===== config.mk =====
export PLATFORM = sky130hd
export DESIGN_NAME = dac_spi_receiver
export DESIGN_NICKNAME = d
export VERILOG_FILES = /design/src/rtl/dac_spi_receiver_pkg.sv /design/src/rtl/dac_spi_receiver_sync_edge.sv /design/src/rtl/dac_spi_receiver.sv
export SDC_FILE = /design/constraint.sdc
export NUM_CORES = 1
export LEC_CHECK = 0
export ABC_CLOCK_PERIOD_IN_PS = 5200
export BUFFER_PORTS_ARGS = -buffer_cell sky130_fd_sc_hd__buf_2
export CAP_MARGIN = 40
export CELL_PAD_IN_SITES_DETAIL_PLACEMENT = 0
export CELL_PAD_IN_SITES_GLOBAL_PLACEMENT = 2
export CORE_MARGIN = 3
export CORE_UTILIZATION = 37
export CTS_CLUSTER_DIAMETER = 100
export DETAILED_ROUTE_END_ITERATION = 10
export PLACE_DENSITY_LB_ADDON = 0.05
export SYNTH_ARGS = -nofsm -noshare
export SYNTH_HDL_FRONTEND = slang
export SYNTH_SLANG_ARGS = --single-unit

===== constraint.sdc =====
create_clock -name clk -period 5.2 [get_ports clk]
set_clock_uncertainty 0.2 [all_clocks]
set_input_delay 1.56 -clock clk [delete_from_list [all_inputs] [get_ports clk]]
set_output_delay 1.56 -clock clk [all_outputs]
set_load 0.02 [all_outputs]

===== src/rtl/dac_spi_receiver_pkg.sv =====
// +----------------------------------------------------------------------+
// | dac_pkg                                                              |
// | Shared types and field positions for the MCP4922 write-word decoder. |
// | Revision: 1.0                                                        |
// +----------------------------------------------------------------------+
`default_nettype none

package dac_pkg;

   typedef enum logic [1:0] {
      IDLE   = 2'd0,
      SHIFT  = 2'd1,
      COMMIT = 2'd2
   } state_t;

   localparam int WORD_BITS = 16;
   localparam int CODE_BITS = 12;

   localparam int AB_BIT   = 15;
   localparam int BUF_BIT  = 14;
   localparam int GA_BIT   = 13;
   localparam int SHDN_BIT = 12;

   localparam int          CNT_BITS = 5;
   localparam logic [4:0]  CNT_FULL = 5'd16;
   localparam logic [4:0]  CNT_SAT  = 5'd17;

endpackage

`default_nettype wire


===== src/rtl/dac_spi_receiver_sync_edge.sv =====
// +----------------------------------------------------------------------+
// | sync_edge                                                            |
// | Multi-flop synchronizer with registered rise/fall strobes.           |
// | Revision: 1.0                                                        |
// +----------------------------------------------------------------------+
`default_nettype none

module sync_edge #(
   parameter int SYNC_STAGES = 2
) (
   input  logic clk,
   input  logic rst,
   input  logic din,
   output logic level,
   output logic rise,
   output logic fall
);

   logic [SYNC_STAGES-1:0] sync_q, sync_d;
   logic                   prev_q, prev_d;
   logic                   rise_q, rise_d;
   logic                   fall_q, fall_d;

   // level is the delayed copy so it lines up with the registered strobes.
   always_comb begin
      sync_d = {sync_q[SYNC_STAGES-2:0], din};
      prev_d = sync_q[SYNC_STAGES-1];
      rise_d = sync_q[SYNC_STAGES-1] & ~prev_q;
      fall_d = ~sync_q[SYNC_STAGES-1] & prev_q;
   end

   always_ff @(posedge clk) begin
      if (rst) begin
         sync_q <= '0;
         prev_q <= 1'b0;
         rise_q <= 1'b0;
         fall_q <= 1'b0;
      end else begin
         sync_q <= sync_d;
         prev_q <= prev_d;
         rise_q <= rise_d;
         fall_q <= fall_d;
      end
   end

   assign level = prev_q;
   assign rise  = rise_q;
   assign fall  = fall_q;

endmodule

`default_nettype wire


===== src/rtl/dac_spi_receiver.sv =====
// +----------------------------------------------------------------------+
// | dac_spi_receiver                                                     |
// | MCP4922-compatible SPI slave with double-buffered A/B outputs.       |
// | Optional macro DAC_FRAME_CHECK_EN enables frame_err / err_count.     |
// | Revision: 1.0                                                        |
// +----------------------------------------------------------------------+
`default_nettype none

module dac_spi_receiver
   import dac_pkg::*;
#(
   parameter int SYNC_STAGES = 2
) (
   input  logic        clk,
   input  logic        rst,
   input  logic        dac_sclk,
   input  logic        dac_mosi,
   input  logic        dac_CSN,
   input  logic        dac_latch,
   output logic [11:0] dac_a_out,
   output logic [11:0] dac_b_out,
   output logic [5:0]  chan_cfg,
   output logic        word_valid,
   output logic [15:0] word_data,
   output logic        frame_err,
   output logic [7:0]  err_count
);

   logic sclk_lvl, sclk_rise, sclk_fall;
   logic csn_lvl,  csn_rise,  csn_fall;
   logic ldac_lvl, ldac_rise, ldac_fall;
   logic mosi_lvl, mosi_rise, mosi_fall;

   sync_edge #(.SYNC_STAGES(SYNC_STAGES)) u_sclk (
      .clk(clk), .rst(rst), .din(dac_sclk),
      .level(sclk_lvl), .rise(sclk_rise), .fall(sclk_fall)
   );
   sync_edge #(.SYNC_STAGES(SYNC_STAGES)) u_csn (
      .clk(clk), .rst(rst), .din(dac_CSN),
      .level(csn_lvl), .rise(csn_rise), .fall(csn_fall)
   );
   sync_edge #(.SYNC_STAGES(SYNC_STAGES)) u_ldac (
      .clk(clk), .rst(rst), .din(dac_latch),
      .level(ldac_lvl), .rise(ldac_rise), .fall(ldac_fall)
   );
   sync_edge #(.SYNC_STAGES(SYNC_STAGES)) u_mosi (
      .clk(clk), .rst(rst), .din(dac_mosi),
      .level(mosi_lvl), .rise(mosi_rise), .fall(mosi_fall)
   );

   logic unused_edges;
   assign unused_edges = ^{sclk_lvl, sclk_fall, csn_lvl, ldac_rise, ldac_fall,
                           mosi_rise, mosi_fall};

   state_t                state_q, state_d;
   logic [WORD_BITS-1:0]  shift_q, shift_d;
   logic [CNT_BITS-1:0]   cnt_q, cnt_d;
   logic [CODE_BITS-1:0]  in_a_q, in_a_d, in_b_q, in_b_d;
   logic [CODE_BITS-1:0]  out_a_q, out_a_d, out_b_q, out_b_d;
   logic [5:0]            cfg_q, cfg_d;
   logic                  word_valid_q, word_valid_d;
   logic [WORD_BITS-1:0]  word_data_q, word_data_d;
   logic                  commit_bad;

   always_comb begin
      state_d      = state_q;
      shift_d      = shift_q;
      cnt_d        = cnt_q;
      in_a_d       = in_a_q;
      in_b_d       = in_b_q;
      cfg_d        = cfg_q;
      word_valid_d = 1'b0;
      word_data_d  = word_data_q;
      commit_bad   = 1'b0;

      case (state_q)
         IDLE: begin
            if (csn_fall) begin
               shift_d = '0;
               cnt_d   = '0;
               state_d = SHIFT;
            end
         end
         SHIFT: begin
            if (csn_rise) begin
               state_d = COMMIT;
            end else if (sclk_rise) begin
               shift_d = {shift_q[WORD_BITS-2:0], mosi_lvl};
               if (cnt_q != CNT_SAT) begin
                  cnt_d = cnt_q + 5'd1;
               end
            end
         end
         COMMIT: begin
            state_d = IDLE;
            if (cnt_q == CNT_FULL) begin
               word_valid_d = 1'b1;
               word_data_d  = shift_q;
               if (!shift_q[AB_BIT]) begin
                  in_a_d     = shift_q[CODE_BITS-1:0];
                  cfg_d[5:3] = shift_q[BUF_BIT:SHDN_BIT];
               end else begin
                  in_b_d     = shift_q[CODE_BITS-1:0];
                  cfg_d[2:0] = shift_q[BUF_BIT:SHDN_BIT];
               end
            end else begin
               commit_bad = 1'b1;
            end
         end
         default: state_d = IDLE;
      endcase
   end

   // LDAC low copies input to output every cycle; a same-cycle commit lands one cycle later.
   always_comb begin
      out_a_d = out_a_q;
      out_b_d = out_b_q;
      if (!ldac_lvl) begin
         out_a_d = in_a_q;
         out_b_d = in_b_q;
      end
   end

   always_ff @(posedge clk) begin
      if (rst) begin
         state_q      <= IDLE;
         shift_q      <= '0;
         cnt_q        <= '0;
         in_a_q       <= '0;
         in_b_q       <= '0;
         out_a_q      <= '0;
         out_b_q      <= '0;
         cfg_q        <= '0;
         word_valid_q <= 1'b0;
         word_data_q  <= '0;
      end else begin
         state_q      <= state_d;
         shift_q      <= shift_d;
         cnt_q        <= cnt_d;
         in_a_q       <= in_a_d;
         in_b_q       <= in_b_d;
         out_a_q      <= out_a_d;
         out_b_q      <= out_b_d;
         cfg_q        <= cfg_d;
         word_valid_q <= word_valid_d;
         word_data_q  <= word_data_d;
      end
   end

`ifdef DAC_FRAME_CHECK_EN
   logic       frame_err_q, frame_err_d;
   logic [7:0] err_count_q, err_count_d;

   always_comb begin
      frame_err_d = commit_bad;
      err_count_d = err_count_q;
      if (commit_bad && (err_count_q != 8'hFF)) begin
         err_count_d = err_count_q + 8'd1;
      end
   end

   always_ff @(posedge clk) begin
      if (rst) begin
         frame_err_q <= 1'b0;
         err_count_q <= '0;
      end else begin
         frame_err_q <= frame_err_d;
         err_count_q <= err_count_d;
      end
   end

   assign frame_err = frame_err_q;
   assign err_count = err_count_q;
`else
   logic unused_commit_bad;
   assign unused_commit_bad = commit_bad;
   assign frame_err         = 1'b0;
   assign err_count         = '0;
`endif

   // Shutdown masks the pin value only; stored codes survive.
   assign dac_a_out  = cfg_q[3] ? out_a_q : '0;
   assign dac_b_out  = cfg_q[0] ? out_b_q : '0;
   assign chan_cfg   = cfg_q;
   assign word_valid = word_valid_q;
   assign word_data  = word_data_q;

endmodule

`default_nettype wire

==> impl_metrics.tcl, run 1 <==
set metrics [dict create \
    vdd_drop_max_mv 0.176 \
    syn_inst 452 \
    dp_hpwl_mm 5.66 \
    final.setup.tns_ps 0 \
    path_class "register to primary output" \
    pwr-share-comb 0.022 \
    hold_buffers 0 \
    finalWirelength_mm 8.78 \
    stdcell_count 630 \
    cts_buffer_depth 2 \
    utilization 0.442 \
    setup_ws_ps 2190 \
    fmax_ghz 0.332 \
    area_growth_pct 15.4 \
    first_global_vias 2773 \
    cp_slowest_stage_delay_ps 560 \
    fp.dieH_um 112 \
    synthArstFlopShare 0 \
    synth_edf_count 0 \
    htree_num_levels 3 \
    crit_family "flip-flops" \
    final_common_cell "dfxtp_1" \
    ys_ff_latch 109 \
    clockPowerShare 0.458 \
    fp.dieW_um 112 \
    max-slew-margin-rel 0.585 \
    grt_max_degree 79 \
    cts_setup_buffers 0 \
    slowest_stage "dfxtp_1" \
    slew_violations 0 \
    crit_buf_inv 1 \
    cts_inserted_buffers 9 \
    dp_cells 615 \
    clk_latency_ps 340 \
    dr.pass1.iters 4 \
    drive_gt1_frac 0.151 \
    synth_warnings 0 \
    path_clk_slew_ps 70 \
    finalCritPeriodShare 0.579 \
    clock_sinks 109 \
    ys.flop_type "dfxtp_1" \
    hold_slack_ps 183 \
    startpoint_type "register" \
    remaining_drc_errors 0 \
    seq_area_frac_synth 0.520 \
    overflow 0 \
    drv_cap 0 \
    io_buffers 52 \
    p_per_area_nw_per_um2 333 \
    rows 38 \
    end_kind "primary output" \
    crit_required_ps 3440 \
    first_iter_violations 153 \
    hold_viol_final 0 \
    synth.distinct_cells 30 \
    coreArea_um2 10900 \
    pre_cts_ws_ps 2430 \
    cp_cell_sequence "and2_1 > buf_2" \
    dieArea_um2 12600 \
    grt_usage 0.142 \
    synth.avg_cell_area_um2 9.28 \
    gp_congestion 0.711 \
    wl_per_cell_um 13.9 \
    antenna_found_initial 0 \
    path_max_fanout 14 \
    nNetsFinal 495 \
    vias 2960 \
    worst_pin_slew_ps 621 \
    cts_root_buf "clkbuf_16" \
    rsz0062_at_grt "no" \
    power.leakage_nw 2.13 \
    final_cell_mix "dfxtp_1 (109), nor2_1 (59), mux2i_1 (55)" \
    diodes 0 \
    io_pins 62 \
    min_period_ps 3010 \
    drt-vias-per-instance 4.70 \
    ant_nets 0 \
    start_util 0.383 \
    status "complete, no violations" \
    grt_pass1_wl_mm 14.4 \
    finalSetupViolations 0 \
    internal_power_mw 1.30 \
    p_seq_frac 0.521 \
    p_switching_uw 318 \
    hold_class "register to register" \
    crit_arrival_ps 1250 \
    swShare 0.197 \
    cts_tree "yes" \
    syn_area_um2 4190 \
    cts_resized 0 \
]
==> logic make-up (layout without fill, tap and decap cells) <==
family	Yosys count	count (layout)	synth area share
buffers and inverters	44	74	0.0516
other	1	9	0.000894
adder cells (fa/ha/maj)	3	3	0.00895
AO/OA/AOI/OAI	59	59	0.0752
flip-flops	109	109	0.520
multiplexers	55	55	0.131
AND/OR/NAND/NOR	181	181	0.212
==> power groups by stage <==
stage	sequential [mW]	clock, mW	combinational (mW)
6_report	0.840	0.739	0.0348
5_1_grt	0.840	0.793	0.0387
4_1_cts	0.840	0.762	0.0357
3_5_place_dp	0.859	0	0.0356
3_3_place_gp	0.859	0	0.0330
2_1_floorplan	0.859	0	0.0323
==> Yosys cell counts (2+ instances only) <==
| master | count | area share |
|---|---|---|
| dfxtp_1 | 109 | 0.52 |
| nor2_1 | 59 | 0.053 |
| mux2i_1 | 55 | 0.13 |
| nand2_1 | 48 | 0.043 |
| and2_1 | 43 | 0.064 |
| a21oi_1 | 36 | 0.043 |
| clkbuf_1 | 20 | 0.018 |
| o21ai_0 | 19 | 0.023 |
| nor2b_1 | 14 | 0.021 |
| buf_4 | 12 | 0.021 |
| buf_2 | 5 | 0.0060 |
| buf_1 | 4 | 0.0036 |
| ha_1 | 3 | 0.0090 |
| inv_1 | 3 | 0.0027 |
| or4_1 | 3 | 0.0054 |
| and3b_1 | 2 | 0.0042 |
| nand2b_1 | 2 | 0.0030 |
| nand3_1 | 2 | 0.0024 |
| nor3_1 | 2 | 0.0024 |
==> cell type report <==
class | instances | area (um^2)
Clock buffer | 12 | 256
Clock inverter | 3 | 68.8
Fill cell | 1121 | 6100
Inverter | 3 | 11.3
Multi-Input combinational cell | 307 | 1820
Sequential cell | 109 | 2180
Tap cell | 140 | 175
Timing Repair Buffer | 56 | 320
==> stage by stage <==
step / total power [mW] / area, um^2
after floorplan: 0.891 / 4220
after global placement: 0.892 / 4470
after detailed placement: 0.895 / 4510
after CTS: 1.64 / 4840
after global routing: 1.67 / 4840
final: 1.61 / 4840
==> per-layer routing <==
layer | vias to the layer above | wire, um | GRT usage
li1 | 1531 | - | -
met1 | 1373 | 4610 | 0.200
met2 | 47 | 3790 | 0.217
met3 | 9 | 252 | 0.0248
met4 | 0 | 134 | 0.0553
met5 | - | 0 | 0
==> state kept, by name (all words and copies together) (netlist names), 5 cells and up <==
| name | cells |
|---|---|
| in_b_q | 12 |
| shift_q | 16 |
| out_b_q | 12 |
| out_a_q | 12 |
| word_data | 16 |
| cnt_q | 5 |
| chan_cfg | 6 |
| in_a_q | 12 |
==> worst paths after layout <==
path,from,to,slack (ps),depth (start not counted)
worst max register to register,state_q[0],cnt_q[2],3000,5
worst min-delay path,u_sclk.level,u_sclk.rise,180,1
worst max-delay path,chan_cfg[3],dac_a_out[0],2190,2
worst min register to register,u_sclk.level,u_sclk.rise,180,1
No activity file was read; power rests on OpenSTA's default activity.
==> inputs of run 2 (changes only) <==
--- a/config.mk
+++ b/config.mk
@@ -5,13 +5,14 @@
 export SDC_FILE = /design/constraint.sdc
 export NUM_CORES = 1
 export LEC_CHECK = 0
-export ABC_CLOCK_PERIOD_IN_PS = 5200
+export ABC_AREA = 1
+export ABC_CLOCK_PERIOD_IN_PS = 2500
 export BUFFER_PORTS_ARGS = -buffer_cell sky130_fd_sc_hd__buf_2
 export CAP_MARGIN = 40
 export CELL_PAD_IN_SITES_DETAIL_PLACEMENT = 0
 export CELL_PAD_IN_SITES_GLOBAL_PLACEMENT = 2
 export CORE_MARGIN = 3
-export CORE_UTILIZATION = 37
+export CORE_UTILIZATION = 29
 export CTS_CLUSTER_DIAMETER = 100
 export DETAILED_ROUTE_END_ITERATION = 10
 export PLACE_DENSITY_LB_ADDON = 0.05
==> constraint.sdc (replaced) <==
create_clock -name clk -period 2.5 [get_ports clk]
set_clock_uncertainty 0.2 [all_clocks]
set_input_delay 0.75 -clock clk [delete_from_list [all_inputs] [get_ports clk]]
set_output_delay 0.75 -clock clk [all_outputs]
set_load 0.02 [all_outputs]
==> run 2 against run 1 <==
First-iteration DRC count rose by 18%. Register-to-register slack got worse by 2300 ps. Sequential share of layout area fell by 0.40 points. Largest power group unchanged. Hold slack improved by 8.6 ps. Routed wire length rose by 17%. Non-clock buffer count rose by 5. Critical path type unchanged. Clock-buffer cell count fell by 1.
==> impl_metrics.tcl, run 2 <==
set metrics [dict create \
    synth.top_cell.area_share 0.518 \
    swShare 0.224 \
    p_per_area_nw_per_um2 684 \
    vias 3402 \
    rr_worst_depth 8 \
    grt_max_degree 56 \
    first_iter_violations 180 \
    ys_top_cells_by_count "nor2_1 (145), dfxtp_1 (109), nand2_1 (84)" \
    rr_startpoint "cnt_q[0]" \
    rows 43 \
    cts_root_buf "clkbuf_16" \
    finalCritPeriodShare 0.917 \
    power.leakage_nw 2.24 \
    dp_hpwl_mm 6.99 \
    synthArstFlopShare 0 \
    drive_gt1_frac 0.142 \
    hold_viol_final 0 \
    r2r_setup_slack_ps 670 \
    dr.pass1.iters 5 \
    cts_setup_buffers 0 \
    diodes 0 \
    fp.dieH_um 126 \
    coreArea_um2 14000 \
    syn_area_um2 4210 \
    fp.dieW_um 126 \
    p_switching_uw 749 \
    clk_latency_ps 350 \
    ys_ff_latch 109 \
    n_fill_cell 1534 \
    path_max_fanout 14 \
    cts_buffer_depth 2 \
    antenna_found_initial 0 \
    fmax_ghz 0.436 \
    vdd_drop_max_mv 0.330 \
    final.setup.tns_ps 0 \
    status "complete, no violations" \
    clockPowerShare 0.441 \
    synth_area_leaders "dfxtp_1 (52%), nor2_1 (13%), nand2_1 (7.5%)" \
    drv_cap 0 \
    grtUsageMet3 0.0274 \
    syn_inst 565 \
    pwr-share-comb 0.031 \
    io_pins 62 \
    synth_top_area_cell "dfxtp_1" \
    crit_arrival_ps 1340 \
    gp_congestion 0.745 \
    ant_nets 0 \
    final_common_cell "nor2_1" \
    overflow 0 \
    seq_area_frac_synth 0.518 \
    r2r_end "word_data[6]" \
    min-delay-start "u_sclk.level" \
    synth_edf_count 0 \
    ys.flop_type "dfxtp_1" \
    drt-vias-per-instance 4.29 \
    hold_class "register to register" \
    min_period_ps 2290 \
    worst_pin_slew_ps 605 \
    hold_end "u_sclk.rise" \
    final_cell_mix "nor2_1 (145), dfxtp_1 (109), nand2_1 (84)" \
    path_class "register to primary output" \
    slew_violations 0 \
    wl_per_cell_um 12.9 \
    rsz0062_at_grt "no" \
    crit_required_ps 1550 \
    grt_usage 0.132 \
    io_buffers 52 \
    cts_resized 0 \
    finalWirelength_mm 10.3 \
    grtUsageMet2 0.210 \
    path_clk_slew_ps 70 \
    end_kind "primary output" \
    cts_inserted_buffers 9 \
    synth_most_common_cell "nor2_1" \
    finalSetupViolations 0 \
    synth_warnings 0 \
    clock_sinks 109 \
    synth.distinct_cells 29 \
    htree_num_levels 3 \
    area_growth_pct 16.0 \
    top_usage_layer "met2" \
    grt_pass1_wl_mm 16.7 \
    dieArea_um2 16000 \
    p_seq_frac 0.529 \
    cts_tree "yes" \
    hold_buffers 0 \
    synth.avg_cell_area_um2 7.45 \
    start_util 0.300 \
    hold-path-cell-count 1 \
    remaining_drc_errors 0 \
    first_global_vias 3133 \
    startpoint_type "register" \
    use_met1 0.174 \
    internal_power_mw 2.59 \
    power.total_mw 3.34 \
    nNetsFinal 617 \
    max-slew-margin-rel 0.594 \
]
run 2: cell count changes in the layout (fill, tap and decap cells not counted), sizes merged, moves of 15 or more:
cell / previous run / this run
mux2i: 55 / 0
nor2b: 15 / 0
nor2: 59 / 149
inv: 3 / 64
o21ai: 19 / 67
nand2: 48 / 86
and2: 43 / 0
run 2: metrics by stage:
step	hold slack (ps)	utilization	setup slack [ps]	area, um^2	std cells
final	192	0.348	208	4880	793
after global routing	218	0.348	61.3	4880	793
after CTS	194	0.348	146	4880	793
after detailed placement	184	0.326	541	4580	777
after global placement	179	0.326	597	4580	777
after floorplan	173	-	554	4240	573
run 2: critical path, stage by stage, from the launching register on:
cell     delay (ps)
dfxtp_1         640
nand2_1         120
inv_1            70
buf_2           150
run 2: area by class of cell:
type | instances | area [um^2] | area share
clock buffers | 11 | 243 | 0.0497
well taps | 180 | 225 | 0.0461
multi-input cells | 363 | 1590 | 0.325
clock inverters | 5 | 57.6 | 0.0118
inverters | 64 | 245 | 0.0502
flip-flops and latches | 109 | 2180 | 0.447
repair buffers | 61 | 340 | 0.0697
run 2: power groups by stage:
stage | registers (mW) | clock network [mW] | logic (mW)
after global placement | 1.81 | 0 | 0.104
after detailed placement | 1.81 | 0 | 0.104
after global routing | 1.77 | 1.59 | 0.118
final | 1.77 | 1.47 | 0.102
after floorplan | 1.80 | 0 | 0.0848
after CTS | 1.77 | 1.52 | 0.105
run 2: logic make-up (layout without fill, tap and decap cells):
family	Yosys count	count (layout)	synth area share
buffers and inverters	101	141	0.111
DFF	109	109	0.518
adders and majority gates	3	3	0.00892
other	1	9	0.000891
and+or+nand+nor	249	249	0.237
AOI/OAI and AO/OA	101	101	0.121
xor gates and xnor gates	1	1	0.00208
run 2: worst max path at each step:
stage / startpoint / to / slack [ps] / cells after the start
2_1_floorplan: chan_cfg[0] / dac_b_out[0] / 550 / 3
3_3_place_gp: chan_cfg[0] / dac_b_out[2] / 600 / 3
3_5_place_dp: chan_cfg[0] / dac_b_out[0] / 540 / 3
4_1_cts: chan_cfg[0] / dac_b_out[0] / 150 / 3
5_1_grt: chan_cfg[0] / dac_b_out[0] / 60 / 3
6_report: chan_cfg[0] / dac_b_out[0] / 210 / 3
run 2: layer usage:
metal | share of wire | wire (um) | vias to the layer above
met4 | 0.019 | 193 | 0
met1 | 0.48 | 4960 | 1517
met2 | 0.46 | 4730 | 63
li1 | - | - | 1809
met3 | 0.037 | 380 | 13
met5 | 0 | 0 | -
